**src/rtl/alarm_time_bank.sv**
```systemverilog
// Bank of NUM_ALARMS editable alarm slots with auto-repeat buttons, a registered
// 12-hour BCD view of the selected slot and a fire pulse. Optional macro: ALARM_MODE_24H_EN.
module alarm_time_bank #(
  parameter int NUM_ALARMS       = 4,
  parameter int START_MINUTES    = 0,
  parameter int START_HOURS      = 0,
  parameter int REPEAT_DELAY_CYC = 2500000,
  parameter int REPEAT_RATE_CYC  = 500000,
  localparam int SEL_W = (NUM_ALARMS > 1) ? $clog2(NUM_ALARMS) : 1
) (
  input  logic                  i_Clk_5MHz,
  input  logic                  i_Reset,
  input  logic [SEL_W-1:0]      i_Sel,
  input  logic                  i_Minutes_Inc,
  input  logic                  i_Hours_Inc,
  input  logic                  i_Enable_Toggle,
  input  logic [5:0]            i_Cur_Minutes,
  input  logic [4:0]            i_Cur_Hours,
`ifdef ALARM_MODE_24H_EN
  input  logic                  i_Mode_24h,
`endif
  output logic [15:0]           o_Alarm_Time,
  output logic                  o_PM,
  output logic                  o_Enabled,
  output logic [NUM_ALARMS-1:0] o_Match,
  output logic                  o_Fire,
  output logic [SEL_W-1:0]      o_Fire_Id
);

  localparam int MAX_CYC = (REPEAT_DELAY_CYC > REPEAT_RATE_CYC) ? REPEAT_DELAY_CYC : REPEAT_RATE_CYC;
  localparam int CNT_W   = $clog2(MAX_CYC + 1);
  localparam logic [CNT_W-1:0] DELAY_C = CNT_W'(REPEAT_DELAY_CYC);
  localparam logic [CNT_W-1:0] RATE_C  = CNT_W'(REPEAT_RATE_CYC);
  localparam logic [SEL_W:0]   NUM_C   = (SEL_W + 1)'(NUM_ALARMS);
  localparam logic [5:0]       START_M = 6'(START_MINUTES);
  localparam logic [4:0]       START_H = 5'(START_HOURS);

  typedef enum logic [2:0] {IDLE, PRESS, HOLD, REPEAT, LOCK} BtnState;

  function automatic logic [7:0] toBcd(input logic [5:0] v);
    return {4'(v / 6'd10), 4'(v % 6'd10)};
  endfunction

  // Returns {pm, hour tens, hour ones, minute tens, minute ones}.
  function automatic logic [16:0] toDisplay(input logic [4:0] hours, input logic [5:0] minutes,
                                            input logic mode24);
    logic [4:0] dispHours;
    logic       pm;
    dispHours = hours;
    pm        = 1'b0;
    if (!mode24) begin
      pm = (hours >= 5'd12);
      if (hours == 5'd0)
        dispHours = 5'd12;
      else if (hours > 5'd12)
        dispHours = hours - 5'd12;
    end
    return {pm, toBcd({1'b0, dispHours}), toBcd(minutes)};
  endfunction

  logic [5:0]            r_Min [NUM_ALARMS];
  logic [4:0]            r_Hour [NUM_ALARMS];
  logic [NUM_ALARMS-1:0] r_En;
  BtnState               r_State [2];
  BtnState               w_NextState [2];
  logic [CNT_W-1:0]      r_Cnt [2];
  logic [CNT_W-1:0]      w_NextCnt [2];
  logic [CNT_W-1:0]      w_CntPlus [2];
  logic [1:0]            w_Btn;
  logic [1:0]            w_Inc;
  logic [SEL_W-1:0]      r_PrevSel;
  logic [10:0]           r_PrevTime;
  logic [15:0]           r_AlarmTime;
  logic                  r_PM;
  logic                  r_Enabled;
  logic [NUM_ALARMS-1:0] r_Match;
  logic                  r_Fire;
  logic [SEL_W-1:0]      r_FireId;
  logic [NUM_ALARMS-1:0] w_Hit;
  logic [SEL_W-1:0]      w_FireIdx;
  logic [SEL_W-1:0]      w_DispIdx;
  logic [10:0]           w_CurTime;
  logic                  w_SelValid;
  logic                  w_SelChanged;
  logic                  w_TimeChanged;
  logic                  w_Mode24;

  assign w_Btn         = {i_Hours_Inc, i_Minutes_Inc};
  assign w_SelValid    = ({1'b0, i_Sel} < NUM_C);
  assign w_SelChanged  = (i_Sel != r_PrevSel);
  assign w_DispIdx     = w_SelValid ? i_Sel : '0;
  assign w_CurTime     = {i_Cur_Hours, i_Cur_Minutes};
  assign w_TimeChanged = (w_CurTime != r_PrevTime);
`ifdef ALARM_MODE_24H_EN
  assign w_Mode24 = i_Mode_24h;
`else
  assign w_Mode24 = 1'b0;
`endif

  // Index 0 is the minute button, index 1 the hour button; the first repeat
  // fires on the HOLD->REPEAT transition, later ones every REPEAT_RATE_CYC.
  always_comb begin
    for (int b = 0; b < 2; b++) begin
      w_NextState[b] = r_State[b];
      w_NextCnt[b]   = r_Cnt[b];
      w_CntPlus[b]   = r_Cnt[b] + CNT_W'(1);
      w_Inc[b]       = 1'b0;
      if (!w_Btn[b]) begin
        w_NextState[b] = IDLE;
        w_NextCnt[b]   = '0;
      end else begin
        case (r_State[b])
          IDLE: w_NextState[b] = PRESS;
          PRESS: begin
            if (w_SelChanged) begin
              w_NextState[b] = LOCK;
            end else begin
              w_Inc[b]       = 1'b1;
              w_NextState[b] = HOLD;
              w_NextCnt[b]   = '0;
            end
          end
          HOLD: begin
            if (w_SelChanged) begin
              w_NextState[b] = LOCK;
            end else if (w_CntPlus[b] == DELAY_C) begin
              w_Inc[b]       = 1'b1;
              w_NextState[b] = REPEAT;
              w_NextCnt[b]   = '0;
            end else begin
              w_NextCnt[b] = w_CntPlus[b];
            end
          end
          REPEAT: begin
            if (w_SelChanged) begin
              w_NextState[b] = LOCK;
            end else if (w_CntPlus[b] == RATE_C) begin
              w_Inc[b]     = 1'b1;
              w_NextCnt[b] = '0;
            end else begin
              w_NextCnt[b] = w_CntPlus[b];
            end
          end
          LOCK:    w_NextState[b] = LOCK;
          default: w_NextState[b] = IDLE;
        endcase
      end
    end
  end

  always_ff @(posedge i_Clk_5MHz) begin
    for (int b = 0; b < 2; b++) begin
      if (i_Reset) begin
        r_State[b] <= IDLE;
        r_Cnt[b]   <= '0;
      end else begin
        r_State[b] <= w_NextState[b];
        r_Cnt[b]   <= w_NextCnt[b];
      end
    end
  end

  always_ff @(posedge i_Clk_5MHz) begin
    if (i_Reset) begin
      for (int k = 0; k < NUM_ALARMS; k++) begin
        r_Min[k]  <= START_M;
        r_Hour[k] <= START_H;
      end
      r_En <= '0;
    end else if (w_SelValid) begin
      for (int k = 0; k < NUM_ALARMS; k++) begin
        if (i_Sel == SEL_W'(k)) begin
          if (w_Inc[0])
            r_Min[k] <= (r_Min[k] == 6'd59) ? 6'd0 : r_Min[k] + 6'd1;
          if (w_Inc[1])
            r_Hour[k] <= (r_Hour[k] == 5'd23) ? 5'd0 : r_Hour[k] + 5'd1;
          if (i_Enable_Toggle)
            r_En[k] <= ~r_En[k];
        end
      end
    end
  end

  always_comb begin
    w_Hit     = '0;
    w_FireIdx = '0;
    for (int k = 0; k < NUM_ALARMS; k++)
      w_Hit[k] = r_En[k] && (r_Min[k] == i_Cur_Minutes) && (r_Hour[k] == i_Cur_Hours);
    for (int k = NUM_ALARMS - 1; k >= 0; k--)
      if (w_Hit[k])
        w_FireIdx = SEL_W'(k);
  end

  // Firing is keyed to a change of the running time, so edits never fire.
  always_ff @(posedge i_Clk_5MHz) begin
    if (i_Reset) begin
      {r_PM, r_AlarmTime} <= toDisplay(START_H, START_M, 1'b0);
      r_Enabled  <= 1'b0;
      r_Match    <= '0;
      r_Fire     <= 1'b0;
      r_FireId   <= '0;
      r_PrevTime <= '0;
      r_PrevSel  <= '0;
    end else begin
      {r_PM, r_AlarmTime} <= toDisplay(r_Hour[w_DispIdx], r_Min[w_DispIdx], w_Mode24);
      r_Enabled  <= r_En[w_DispIdx];
      r_Match    <= w_Hit;
      r_Fire     <= w_TimeChanged && (|w_Hit);
      if (w_TimeChanged && (|w_Hit))
        r_FireId <= w_FireIdx;
      r_PrevTime <= w_CurTime;
      r_PrevSel  <= i_Sel;
    end
  end

  assign o_Alarm_Time = r_AlarmTime;
  assign o_PM         = r_PM;
  assign o_Enabled    = r_Enabled;
  assign o_Match      = r_Match;
  assign o_Fire       = r_Fire;
  assign o_Fire_Id    = r_FireId;

endmodule

```
**config.mk**
```make
export PLATFORM = sky130hd
export DESIGN_NAME = alarm_time_bank
export DESIGN_NICKNAME = d
export VERILOG_FILES = /design/src/rtl/alarm_time_bank.sv
export SDC_FILE = /design/constraint.sdc
export NUM_CORES = 1
export LEC_CHECK = 0
export CAP_MARGIN = 20
export CORE_ASPECT_RATIO = 1.4
export CORE_MARGIN = 2
export CORE_UTILIZATION = 46
export DETAILED_ROUTE_END_ITERATION = 10
export SKIP_CTS_REPAIR_TIMING = 1
export SLEW_MARGIN = 25
export SYNTH_ARGS = -nofsm -noshare
export SYNTH_HDL_FRONTEND = slang
export SYNTH_SLANG_ARGS = --single-unit
```
**constraint.sdc**
```tcl
create_clock -name i_Clk_5MHz -period 4.4 [get_ports i_Clk_5MHz]
set_clock_uncertainty 0.05 [all_clocks]
set_input_delay 1.32 -clock i_Clk_5MHz [delete_from_list [all_inputs] [get_ports i_Clk_5MHz]]
set_output_delay 1.32 -clock i_Clk_5MHz [all_outputs]
set_load 0.1 [all_outputs]
```
# After elaboration in Yosys (flattened, before gate mapping)
# Memories as Yosys holds them, arrays and structs flattened.
# Index checks and enable logic that the tools add are counted.
# W data, S select, Z words.
op_classes:
  addsub: 11
  div_mod_pow: 4
  magnitude_cmp: 3
  eq_ne: 33
  muxes: 96
  bitwise: 16
  reduce_logical: 18
op_table:
  columns: ["cell", "n"]
  rows:
  - ["$mux W22", 14]
  - ["$pmux W22 S3", 2]
  - ["$mux W5", 11]
  - ["$mux W6", 8]
  - ["$add A22 B1 Y22 const B", 2]
  - ["$eq A22 B19 Y1 const B", 2]
  - ["$eq A22 B22 Y1 const B", 2]
  - ["$mux W1", 41]
  - ["$mux W3", 11]
  - ["$pmux W3 S5", 2]
  - ["$add A6 B1 Y6 const B", 4]
  - ["$eq A6 B6 Y1", 4]
  - ["$eq A6 B6 Y1 const B", 4]
  - ["$add A5 B1 Y5 const B", 4]
  - ["$eq A5 B5 Y1", 4]
  - ["$eq A5 B5 Y1 const B", 4]
  - ["$eq A3 B2 Y1 const B", 4]
  - ["$or A1 B1 Y1", 12]
  - ["$ne A11 B11 Y1", 1]
  - ["$logic_and A1 B1 Y1", 9]
  - ["$mux W2", 4]
  - ["$reduce_and A2 Y1", 4]
  - ["$div A5 B4 Y6 const B", 1]
  - ["$div A6 B4 Y6 const B", 1]
  - ["other kinds (18)", 26]
word_totals:
  reg_bits: 42
  mem_bits_rw: 94
  output_inout_bits: 25
  mem_count: 4
mem_list:
  columns: ["memory", "words", "width", "read_ports", "rd_ports_with_merged_regs", "write_ports", "line_no", "text"]
  rows:
  - ["r_Cnt", 2, 22, 2, 0, 2, "66", "logic [CNT_W-1:0] r_Cnt [2];"]
  - ["r_Min", 4, 6, 5, 0, 4, "61", "logic [5:0] r_Min [NUM_ALARMS];"]
  - ["r_Hour", 4, 5, 5, 0, 4, "62", "logic [4:0] r_Hour [NUM_ALARMS];"]
  - ["r_State", 2, 3, 2, 0, 2, "64", "BtnState r_State [2];"]

# Longest topological paths before layout
# An unclocked memory read counts as a cell.
depth:
  ltp_word: 12
  ltp_mapped: 13
  depth_no_buf: 10

# Worst setup path before layout
# No wires, ideal clock.
synth_path:
  path_type: "in2reg"
  start: "input port i_Sel[1]"
  end: "memory r_Min[0][0], enable pin"
  arrival_ns: 3.189
  required_ns: 3.970
  setup_slack_ns: 0.781
  cell_stages: 9
  n_path_buf: 2
  path_cell_list: "buf_2 xnor2_1 nand2_1 nor2_1 nand3_1 nor4_2 a21oi_4 buf_2 o31ai_1"
synth_lines:
  columns: ["item", "line_no", "text"]
  rows:
  - ["start, declared", "13", "input logic [SEL_W-1:0] i_Sel,"]
  - ["end, declared", "61", null]

# Worst setup path in the final report
layout_path:
  start: "input port i_Sel[0]"
  end: "register r_AlarmTime[9], in the netlist o_Alarm_Time[9]"
layout_between:
  elab_chain_len: 6
layout_lines:
  columns: ["item", "line_no", "text"]
  rows:
  - ["$mem_v2 Z4 W5 (*)", null, null]
  - ["$sub A5 B4 Y5 or $gt A5 B4 Y1 (tied branches)", "56, 55", null]
  - ["$mux W5", "55", "else if (hours > 5'd12)"]
  - ["$mux W5 (*)", "53", "if (hours == 5'd0)"]
  - ["$mux W5 (*)", "196", "if (i_Reset) begin"]
  - ["$mod A5 B4 Y6 (*)", "41", "return {4'(v / 6'd10), 4'(v % 6'd10)};"]
  - ["end signal, assigned", "197", "{r_PM, r_AlarmTime} <= toDisplay(START_H, START_M, 1'b0);"]
  - ["end signal, assigned", "205", "{r_PM, r_AlarmTime} <= toDisplay(r_Hour[w_DispIdx], r_Min[w_DispIdx], w_Mode24);"]
  - ["end, declared", "73", "logic [15:0] r_AlarmTime;"]
# Mark *: on every way between the ends. The rest lies on a longest branch, timed or not. The select of a mux whose other input is x is not followed.
# A chain may end at the register's enable or synchronous reset.

==> impl_results.md <==
* GRT Total Usage at 22.9%
* Iter 0 DRT Violations at 508
* Largest net degree at the start of global routing at 57
* DIE HEIGHT at around 160 microns
* GPL Wtd Cong at 0.911
* Simple-Gate Fraction of Synth Area at 28.7%
* Type of origin of the critical path: primary input
* Critical path class: in -> reg
* Main combinational cell family by area after synthesis: simple AND/OR/NAND/NOR gates
* Synth async-reset ratio at 0%
* Top cells by area, synth: dfxtp_1 21%, edfxtp_1 16%, xnor2_1 9.1%
* Arrival time worst endpoint at 4.19 ns
* Multi-input gate area at 4870 sq um
* Number of max-cap violations at 0
* Fin. Hold Viols at 0
* CTS tree: built
* Status: finished clean
* Rel. slew slack at 34.8%
* RSZ-0062 raised after global routing: false
* Minimum clock period at 3.93 ns
* Setup ws final at 0.467 ns
* Critical Path End Type: flip-flop
* Drt total wl at 21.4 mm
* Drt wl/cell at 17.6 microns
* Fill cells at 1716
* Root Buffer: clkbuf_16
* Initial antenna violation count at 0
* Synth warnings at 0
* XOR/XNOR Fraction of Synth Area at 11.9%
* Layout cells sized above 1 at 9.72%
* H-Tree Depth at 4
* Max Transition Viols Final at 0
* Drt via density at 5.84
* Period utilization at 89.4%
* Main flop type after synthesis: dfxtp_1
* Input/output buffers at 39
* Yosys cell types at 80
* Total CTS buffers at 17
* Mapped cell area at 8380 sq um
* Avg Inst Size Synth at 8.83 sq um
* Number of global-route vias before repair at 6832
* Synthesis-to-finish area growth at 14.1%
* Reg clk slew, reported paths at 0.06 ns
* Most frequent cell after synthesis: nand2_1
* Post-synthesis mux area share at 3.84%
* Top-area cell type share of the netlist area at 21.3%
* Total power at 0.00326 W
* CTS Sinks at 133
* Post-route ant nets at 0
* Worst-margin pin slew at 0.975 ns
* Post-DP HPWL at 15.8 mm
* First-pass GRT wire length at around 35 mm
* Clock tree buffer depth at 2
* Leakage at 3.19 nW
* Compound-gate portion of the synthesized area at about 12%
* EDFF count, synth at 44
* Placement Setup Slack at 0.0362 ns
* ANT cells at 0
* Post-synth top area cell: dfxtp_1
* Adder-Cell Fraction of Synth Area at 2.09%
* Core area at 17900 sq um
* Commonest cells post-synth: 90 x nand2_1, 89 x dfxtp_1, 87 x xnor2_1
* Crit path required time at approximately 4.7 ns
* Hold/Removal Path Class: reg -> reg
* Setup TNS at 0 ns
* Yosys reg bits at between 100 and 150
* Nets at 997
* Die footprint at 19300 sq um
* Final setup fails at 0
* Sequential area share after synthesis at 37.0%
* IO Pins at 43
* Critical path peak fanout at 12
* Total number of vias at just over 7000
* IR Drop Worst-Case VDD at between 0.0002 and 0.00025 V
* Initial Util at 46.7%
* Total gr overflow at 0
* Power Dens Cells at approximately 340 nW/um^2
* Worst-skew pair later-pin latency at 0.42 ns
* Synthesized instance count at between 900 and 1000
* TritonRoute pass-1 iters at 5
* FMAX at 254 MHz
* DR DRC count at 0
* Row count at 58
* Die W at ~120 microns
* Sequential Area at 3100 sq um
-- power breakdown --
group	switching, W	total, W	internal (W)
logic	0.000312	0.000481	0.000169
registers	0.0000405	0.00135	0.00131
clock network	0.000545	0.00142	0.000879
total	0.000898	0.00326	0.00236
-- flip-flops by register name, summed over array words and instances, names as in the netlist --
signal,flops
r_Hour,20
r_PrevTime,11
o_Enabled,1
o_PM,1
r_State,6
o_Fire_Id,2
o_Alarm_Time,13
r_En,4
r_Min,24
o_Fire,1
r_PrevSel,2
r_Cnt,44
o_Match,4
-- routing by layer --
layer  share of wire [%]  GRT usage [%]
met3                 3.9           4.75
met1                  40           25.4
met4                 3.2           10.7
met5                   0              0
met2                  53           41.7
-- final timing paths --
check                                               start                         end  slack, ns  cells after the start
worst max register to register   r_Cnt[0][0]$_SDFFE_PP0P_   r_Min[0][4]$_SDFFCE_PP0P_       0.89                      9
worst min register to register  r_Cnt[0][21]$_SDFFE_PP0P_   r_Cnt[0][21]$_SDFFE_PP0P_       0.43                      2
worst max-delay path                             i_Sel[0]  o_Alarm_Time[9]$_SDFF_PP1_       0.47                     12
worst min-delay path            r_Cnt[0][21]$_SDFFE_PP0P_   r_Cnt[0][21]$_SDFFE_PP0P_       0.43                      2
-- cell families after synthesis --
logic type	count (synthesis)
AND/OR/NAND/NOR	441
AO/OA/AOI/OAI	140
flip-flops	133
XOR/XNOR	114
buffers and inverters	89
multiplexers	17
adder cells (fa/ha/maj)	14
other	1
-- layout by cell type, fill, tap and decap left out, types with 4 or more instances in the layout --
cell type        synthesis  routed
nand2_1                 90      90
dfxtp_1                 89      89
xnor2_1                 87      87
nor2_1                  69      69
nand3_1                 65      65
nor4_1                  45      45
edfxtp_1                44      44
nand4_1                 39      39
clkdlybuf4s50_1          0      38
o21ai_0                 32      32
a21oi_1                 28      28
xor2_1                  27      27
nor3_1                  26      26
buf_4                    7      25
nor2b_1                 21      21
clkbuf_16                0      20
inv_1                   16      16
or3_1                   15      15
ha_1                    14      14
mux4_2                  12      12
and2_1                  10      10
a211oi_1                10      10
and3_1                   9       9
nand2b_1                 8       8
a31oi_1                  7       7
nor4b_1                  6       6
a21o_1                   6       6
a211o_1                  5       5
o21ai_1                  5       5
a22o_1                   5       5
o21a_1                   4       4
mux2i_1                  4       4
o31ai_1                  4       4
or4_1                    4       4
nand4b_1                 4       4
a22oi_1                  4       4
-- per-stage QoR --
| step | cell area [sq um] | hold slack (ns) | util, % | instances |
|---|---|---|---|---|
| after global routing | 9550 | 0.474 | 53.3 | 1217 |
| after CTS | 9550 | 0.430 | 53.3 | 1217 |
| after global placement | 8960 | 0.411 | 50.0 | 1186 |
| final | 9550 | 0.432 | 53.3 | 1217 |
| after floorplan | 8380 | 0.390 | - | 951 |
| after detailed placement | 8960 | 0.420 | 50.0 | 1186 |
-- cell type report --
cell class / instances / area share, %
repair buffers: 66 / 6.42
inverters: 18 / 0.707
clock inverters: 9 / 0.930
clock buffers: 22 / 5.32
well taps: 240 / 3.14
multi-input cells: 729 / 51.0
flip-flops and latches: 133 / 32.5
-- worst max-delay path, cell delays in order --
cell             delay (ns)
clkdlybuf4s50_1        0.52
buf_12                 0.17
mux4_2                 0.56
ha_1                   0.26
or3b_1                 0.22
nor2_1                 0.06
a221oi_1               0.30
buf_4                  0.18
a21oi_1                0.07
a211o_1                0.33
xnor2_1                0.14
nand2_1                0.06
Note: power is estimated with default switching activity, not from simulation.
